<file path="config.mk">
export PLATFORM = sky130hd
export DESIGN_NAME = filt_tile_writer
export DESIGN_NICKNAME = d
export VERILOG_FILES = /design/src/rtl/filt_tile_writer.sv
export SDC_FILE = /design/constraint.sdc
export NUM_CORES = 2
export LEC_CHECK = 0
export ABC_AREA = 1
export BUFFER_PORTS_ARGS = -buffer_cell sky130_fd_sc_hd__buf_4
export CORE_MARGIN = 4
export CORE_UTILIZATION = 50
export CTS_CLUSTER_SIZE = 20
export DETAILED_ROUTE_END_ITERATION = 8
export GPL_TIMING_DRIVEN = 0
export PLACE_DENSITY = 0.73
export SYNTH_ARGS = -nofsm -noshare
export SYNTH_HDL_FRONTEND = slang
export SYNTH_SLANG_ARGS = --single-unit
</file>
<file path="constraint.sdc">
create_clock -name clk -period 46.6 [get_ports clk]
set_input_delay 4.66 -clock clk [delete_from_list [all_inputs] [get_ports clk]]
set_output_delay 4.66 -clock clk [all_outputs]
set_load 0.05 [all_outputs]
</file>
<file path="src/rtl/filt_tile_writer.sv">
// Filter tile writer: accepts an address-tagged filter word stream for one (k, c) tile,
// checks each tag against the walk order and writes words to sequential local addresses.
module filt_tile_writer #(
   parameter int DATA_WIDTH  = 16,
   parameter int ADDR_WIDTH  = 31,
   parameter int LADDR_WIDTH = 16
) (
   input  logic                   clk,
   input  logic                   rst_n,
   input  logic                   start,
   input  logic [DATA_WIDTH-1:0]  C,
   input  logic [DATA_WIDTH-1:0]  R,
   input  logic [DATA_WIDTH-1:0]  S,
   input  logic [DATA_WIDTH-1:0]  Tk,
   input  logic [DATA_WIDTH-1:0]  Tc,
   input  logic [DATA_WIDTH-1:0]  ko,
   input  logic [DATA_WIDTH-1:0]  co,
   input  logic                   in_valid,
   output logic                   in_ready,
   input  logic [ADDR_WIDTH:0]    in_addr,
   input  logic [DATA_WIDTH-1:0]  in_data,
   output logic                   buf_we,
   output logic [LADDR_WIDTH-1:0] buf_addr,
   output logic [DATA_WIDTH-1:0]  buf_wdata,
   output logic                   busy,
   output logic                   done,
   output logic                   addr_err,
   output logic [1:0]             fsm_state
);

   localparam int AW1 = ADDR_WIDTH + 1;
   localparam logic [DATA_WIDTH-1:0] ONE_D = DATA_WIDTH'(1);

   typedef enum logic [1:0] {ST_IDLE = 2'd0, ST_RUN = 2'd1, ST_DONE = 2'd2} state_t;

   state_t state, next_state;

   logic [DATA_WIDTH-1:0]  cfg_c, cfg_r, cfg_s, cfg_tk, cfg_tc, cfg_ko, cfg_co;
   logic [DATA_WIDTH-1:0]  k_cnt, c_cnt, r_cnt, s_cnt;
   logic [LADDR_WIDTH-1:0] lidx;
   logic [ADDR_WIDTH:0]    exp_addr;
   logic                   accept, cfg_zero;
   logic                   last_s, last_r, last_c, last_k, last_word;

   // Handshake: a word transfers on a rising edge where in_valid and in_ready are both 1;
   // in_ready depends only on state, never on in_valid.

   // Truncation commutes with + and *, so evaluating at the address width gives the
   // low bits of the full-width product exactly.
   assign exp_addr = ((AW1'(k_cnt) * AW1'(cfg_c) + AW1'(c_cnt)) * AW1'(cfg_r)
                      + AW1'(r_cnt)) * AW1'(cfg_s) + AW1'(s_cnt);

   assign cfg_zero  = (Tk == '0) || (Tc == '0) || (R == '0) || (S == '0);
   assign last_s    = (s_cnt == cfg_s - ONE_D);
   assign last_r    = (r_cnt == cfg_r - ONE_D);
   assign last_c    = (c_cnt == cfg_co + cfg_tc - ONE_D);
   assign last_k    = (k_cnt == cfg_ko + cfg_tk - ONE_D);
   assign last_word = last_s && last_r && last_c && last_k;
   assign fsm_state = state;

   always_ff @(posedge clk or negedge rst_n) begin
      if (!rst_n) state <= ST_IDLE;
      else        state <= next_state;
   end

   always_comb begin
      next_state = state;
      accept     = 1'b0;
      in_ready   = 1'b0;
      busy       = 1'b0;
      unique case (state)
         ST_IDLE, ST_DONE: begin
            if (start) next_state = cfg_zero ? ST_DONE : ST_RUN;
         end
         ST_RUN: begin
            in_ready = 1'b1;
            busy     = 1'b1;
            accept   = in_valid;
            if (in_valid && last_word) next_state = ST_DONE;
         end
         default: next_state = ST_IDLE;
      endcase
   end

   always_ff @(posedge clk or negedge rst_n) begin
      if (!rst_n) begin
         cfg_c     <= '0;
         cfg_r     <= '0;
         cfg_s     <= '0;
         cfg_tk    <= '0;
         cfg_tc    <= '0;
         cfg_ko    <= '0;
         cfg_co    <= '0;
         k_cnt     <= '0;
         c_cnt     <= '0;
         r_cnt     <= '0;
         s_cnt     <= '0;
         lidx      <= '0;
         buf_we    <= 1'b0;
         buf_addr  <= '0;
         buf_wdata <= '0;
         done      <= 1'b0;
         addr_err  <= 1'b0;
      end else begin
         buf_we <= accept;
         if (start && state != ST_RUN) begin
            cfg_c    <= C;
            cfg_r    <= R;
            cfg_s    <= S;
            cfg_tk   <= Tk;
            cfg_tc   <= Tc;
            cfg_ko   <= ko;
            cfg_co   <= co;
            k_cnt    <= ko;
            c_cnt    <= co;
            r_cnt    <= '0;
            s_cnt    <= '0;
            lidx     <= '0;
            addr_err <= 1'b0;
            done     <= cfg_zero;
         end else if (accept) begin
            buf_addr  <= lidx;
            buf_wdata <= in_data;
            lidx      <= lidx + LADDR_WIDTH'(1);
            if (in_addr != exp_addr) addr_err <= 1'b1;
            if (last_word) done <= 1'b1;
            // Walk order: s fastest, then r, then c within the tile, then k.
            if (!last_s) begin
               s_cnt <= s_cnt + ONE_D;
            end else begin
               s_cnt <= '0;
               if (!last_r) begin
                  r_cnt <= r_cnt + ONE_D;
               end else begin
                  r_cnt <= '0;
                  if (!last_c) begin
                     c_cnt <= c_cnt + ONE_D;
                  end else begin
                     c_cnt <= cfg_co;
                     k_cnt <= k_cnt + ONE_D;
                  end
               end
            end
         end
      end
   end

endmodule

</file>
After elaboration in Yosys (flattened, before gate mapping)
Index checks and enable logic that the tools add are counted.
Widths: inputs -> output; s select.
- bits in registers: 229
- bits in latches: 0
- bits in writable memories: 0
- bits in read-only memories: 0
- word-level logic and storage cells: 104
- memories kept: 0
- $add $sub $neg: 14
- multiply operators: 3
- div/mod/pow operators: 0
- $lt $le $gt $ge: 0
- equal/unequal tests: 10
- shift-type cells: 0
- multiplexer cells: 31
- bitwise gates (word level): 1
- reduce and logical (&&, ||, !) cells: 27
- operator list (kind ; number):
    $mux 16 ; 19
    $add 32x16->32 ; 3
    $add 16x1->16 const B ; 5
    $eq 16x16->1 ; 4
    $logic_not 16->1 ; 4
    $mul 32x16->32 ; 2
    $sub 16x1->16 const B ; 4
    $add 16x16->16 ; 2
    $mul 16x16->32 ; 1
    $ne 32x32->1 ; 1
    $reduce_bool 2->1 ; 6
    $reduce_and 2->1 ; 5
    $mux 1 ; 8
    $mux 2 ; 3
    $logic_and 1x1->1 ; 5
    $ne 2x2->1 const B ; 2
    $pmux 2 s2 ; 1
    $reduce_and 4->1 ; 1
    $logic_or 1x1->1 ; 3
    $reduce_and 3->1 ; 1
    $eq 2x1->1 const B ; 1
    $eq 2x2->1 const B ; 1
    $logic_not 2->1 ; 1
    $ne 2x1->1 const B ; 1
    2 further kinds ; 2

Logic depth before layout (Yosys ltp)
- depth after elaboration: 10
- gate-level depth with buffers: 76

Worst setup path after synthesis
Ideal clock, no wire load.
- path kind: register to register
- start point: reg k_cnt[10]
- end point: reg addr_err
- setup time: 0.136 ns
- arrival time: 15.143 ns
- data required time: 46.464 ns
- slack: 31.321 ns
- cell stages (with the launch flop): 63
- path buffers: 3
- cells stage by stage: dfrtp_1 clkbuf_1 buf_1 nand2_1 fa_1 fa_1 fa_1 fa_1 fa_1 fa_1 inv_1 ha_1 nand2_1 nor2_1 nand3_1 nand3_1 xor2_1 nand2_1 (+27 left out) nor2_1 inv_1 nor3_1 a21oi_1 o21ai_0 a21oi_1 inv_1 nor2_1 a21oi_1 nand3_1 nor2_1 nand4_1 nor2_1 nand4_1 nor2_1 nand3_1 nand2_1 a21oi_1
- word-level cells in the longest chain between the ends: 9
- RTL lines (what ; line ; text):
    from (decl) ; 39 ; logic [DATA_WIDTH-1:0] k_cnt, c_cnt, r_cnt, s_cnt;
    from (signal assigned) ; 114 ; k_cnt <= ko;
    from (signal assigned) ; 140 ; k_cnt <= k_cnt + ONE_D;
    $mul 16x16->32 ; 50 ; assign exp_addr = ((AW1'(k_cnt) * AW1'(cfg_c) + AW1'(c_cnt)) * AW1'(cfg_r)
    $add 32x16->32 ; 50 ;
    $mul 32x16->32 ; 50 ;
    $add 32x16->32 ; 51 ; + AW1'(r_cnt)) * AW1'(cfg_s) + AW1'(s_cnt);
    $mul 32x16->32 ; 51 ;
    $add 32x16->32 ; 51 ;
    $ne 32x32->1 ; 125 ; if (in_addr != exp_addr) addr_err <= 1'b1;
    $reduce_bool 2->1 (no line) ; - ;
    $reduce_and 2->1 (no line) ; - ;
    to (signal assigned) ; 103 ; addr_err <= 1'b0;
    to (signal assigned) ; 119 ; addr_err <= 1'b0;
    to (signal assigned) ; 125 ;
    to (decl) ; 27 ; output logic addr_err,
No other way between the ends.
A chain may end at the register's enable or synchronous reset.

Final worst setup path
- start point: reg k_cnt[8]
- end point: reg addr_err
The elaborated chain is that of the path after synthesis.

==> results.toml <==
[status]
status = "finished clean"

[worst_setup_path]
setup.worst_path.start = "k_cnt[8]$_DFFE_PN0P_"
worst_setup_path_start_kind = "flop"
rrSetupSlack_ns = 26.96
end_kind = "flop"
worstSetupEndpoint = "addr_err$_DFFE_PN0P_"
worst-path-max-fanout = 10
r2r_start = "k_cnt[8]$_DFFE_PN0P_"
critical_path.max_stage_delay_ns = 0.81
worstPathRequired_ns = 47.04
crit_path_frequent_cell = "fa_1"
r2r_end = "addr_err$_DFFE_PN0P_"
worst_path_max_delay_cell = "xor2_1"
worstPathArrival_ns = 20.08
crit_type = "reg2reg"
ff2ff_path_depth = 60

[timing]
hold_viol_final = 0
worstMarginPinSlew_ns = 1.17
fin_tns_setup_ns = 0
finalCritPeriodShare_pct = 42.1
rsz0062_at_grt = "false"
setup_ws_ns = 26.96
setup_viol = 0
drv_slew = 0
slew_headroom_pct = 22.2
max_freq_ghz = 0.0509
finalCriticalPeriod_ns = 19.64
clock_skew_ns = 0.0164

[global_route]
grt_pass1_wl_um = 224000
grtUsageTotal_pct = 28.5
overflow = 0
antenna_found_initial = 1
grt_pass1_vias = 42200
grt_max_degree = 115

[yosys]
ys_top_cells_by_area = "fa_1 36%, inv_1 12%, dfrtp_1 12%, nand2_1 11%, ha_1 8.9%"
syn_avg_cell_area_sq_um = 7.70
synthArstFlopShare_pct = 100
yosysSeqAreaShare_pct = 12.1
synth_top_area_share_pct = 35.8
syn-num-nets = 7523
synth_edf_count = 0
syn_inst = 6172
yosysWarnings = 0
ys_types = 55
mappedNetlistArea_sq_um = 47500
yosysMostFrequentCell = "inv_1"
yosysTopAreaCell = "fa_1"
ys_top_cells_by_count = "1569 x inv_1, 1341 x nand2_1, 850 x fa_1"
ys_ff_latch = 229
synth_ff_type = "dfrtp_1"

[detailed_routing]
routed_wirelength_um = 140000
drt_iter0_drc = 3450
drc = 0
vias = 40400
antenna_left = 0
via_per_inst = 5.26
wl_per_cell_um = 18.2
first_pass_iters = 6

[placed_design]
pre_cts_ws_ns = 27.14
gp_congestion = 0.951
portBuffers = 202
dp.final_hpwl_um = 118000

[final_layout]
final_nets = 7757
n_antenna_cell = 0
area_growth_pct = 8.67
drive_gt1_share_pct = 4.99

[cts]
cts_htree_levels = 1
cts_buffers = 28
cts_sinks = 229
clockRootBuffer = "clkbuf_16"
cts.repair.resized = 0
cts_hold_buf = 0
tritoncts = "done"
clk_path_buf_depth = 3
post_cts_buffers = 0
clk_pin_slew_ns = 0.06
insertion_delay_ns = 0.59

[run]
cap_violations = 0

[floorplan]
design.core.area_sq_um = 93700
dieArea_sq_um = 100000
initial_core_util_pct = 50.7
row_count = 112
die_w_um = 316
die_height_um = 316
io_pins = 203

[worst_hold_path]
min_path_cells = 2
min_path_type = "reg2reg"
[critical path, delay by kind of cell, from the launching register on]
family	cells	cell delay (ns)
fa+ha+maj	21	10.40
flops	1	0.37
xor+xnor	3	1.44
simple gates	20	3.97
buf+inv	11	2.26
compound gates	5	1.02
[layout make-up]
cell class | count | area [sq um]
fill | 8713 | 42100
multi-input combinational | 4117 | 34800
inverter | 1595 | 5990
sequential | 229 | 5730
timing repair buffer | 204 | 1580
tap | 1254 | 1570
buffer | 231 | 928
clock buffer | 37 | 785
clock inverter | 15 | 188
[how the worst min path moves through the flow]
stage / startpoint / endpoint / slack [ns]
after floorplan: lidx[2]$_DFFE_PN0P_ / buf_addr[2]$_DFFE_PN0P_ / 0.46
after global placement: buf_wdata[6]$_DFFE_PN0P_ / buf_wdata[6]$_DFFE_PN0P_ / 0.46
after detailed placement: buf_wdata[15]$_DFFE_PN0P_ / buf_wdata[15]$_DFFE_PN0P_ / 0.47
after CTS: buf_wdata[15]$_DFFE_PN0P_ / buf_wdata[15]$_DFFE_PN0P_ / 0.48
after global routing: buf_wdata[15]$_DFFE_PN0P_ / buf_wdata[15]$_DFFE_PN0P_ / 0.50
final: buf_wdata[5]$_DFFE_PN0P_ / buf_wdata[5]$_DFFE_PN0P_ / 0.48
[per-stage QoR]
stage | std cells | util [%] | area [sq um] | hold slack, ns
after floorplan | 6172 | - | 47500 | 0.460
after global routing | 7682 | 55.1 | 51600 | 0.498
after detailed placement | 7630 | 54.0 | 50600 | 0.466
after CTS | 7682 | 55.1 | 51600 | 0.483
final | 7682 | 55.1 | 51600 | 0.482
after global placement | 7628 | 54.0 | 50600 | 0.462
[logic make-up after synthesis]
group | share of synthesized area (%)
AOI/OAI and AO/OA | 5.02
adders and majority gates | 44.7
xor gates and xnor gates | 4.34
DFF | 12.1
and+or+nand+nor | 19.3
buffers and inverters | 14.6
[routing by layer]
metal	vias to the layer above	GRT usage, %	routed length (um)
met3	371	5.05	13200
li1	18500	-	-
met1	19700	37.9	56100
met5	-	0	27
met4	4	11.8	7180
met2	1809	46.6	63300
[cells in the final DEF, fill, tap and decap left out, types with 8 or more instances in the layout]
cell type	Yosys	final
a21oi_1	150	150
a22oi_1	9	9
a31oi_1	22	22
buf_1	21	21
buf_2	10	10
buf_4	3	204
clkbuf_1	192	196
clkbuf_16	0	28
clkinv_1	14	14
dfrtp_1	229	229
fa_1	850	850
ha_1	337	337
inv_1	1569	1569
inv_2	10	10
nand2_1	1341	1341
nand3_1	123	123
nand3b_1	20	20
nand4_1	38	38
nor2_1	625	625
nor3_1	38	38
nor3_2	8	8
nor4_1	28	28
o21a_1	9	9
o21ai_0	187	187
o21bai_1	16	16
o22ai_1	13	13
xnor2_1	62	62
xor2_1	171	171
Power is not shown: default switching activity piles up to over one toggle a cycle in this logic, so the estimate is an artifact.
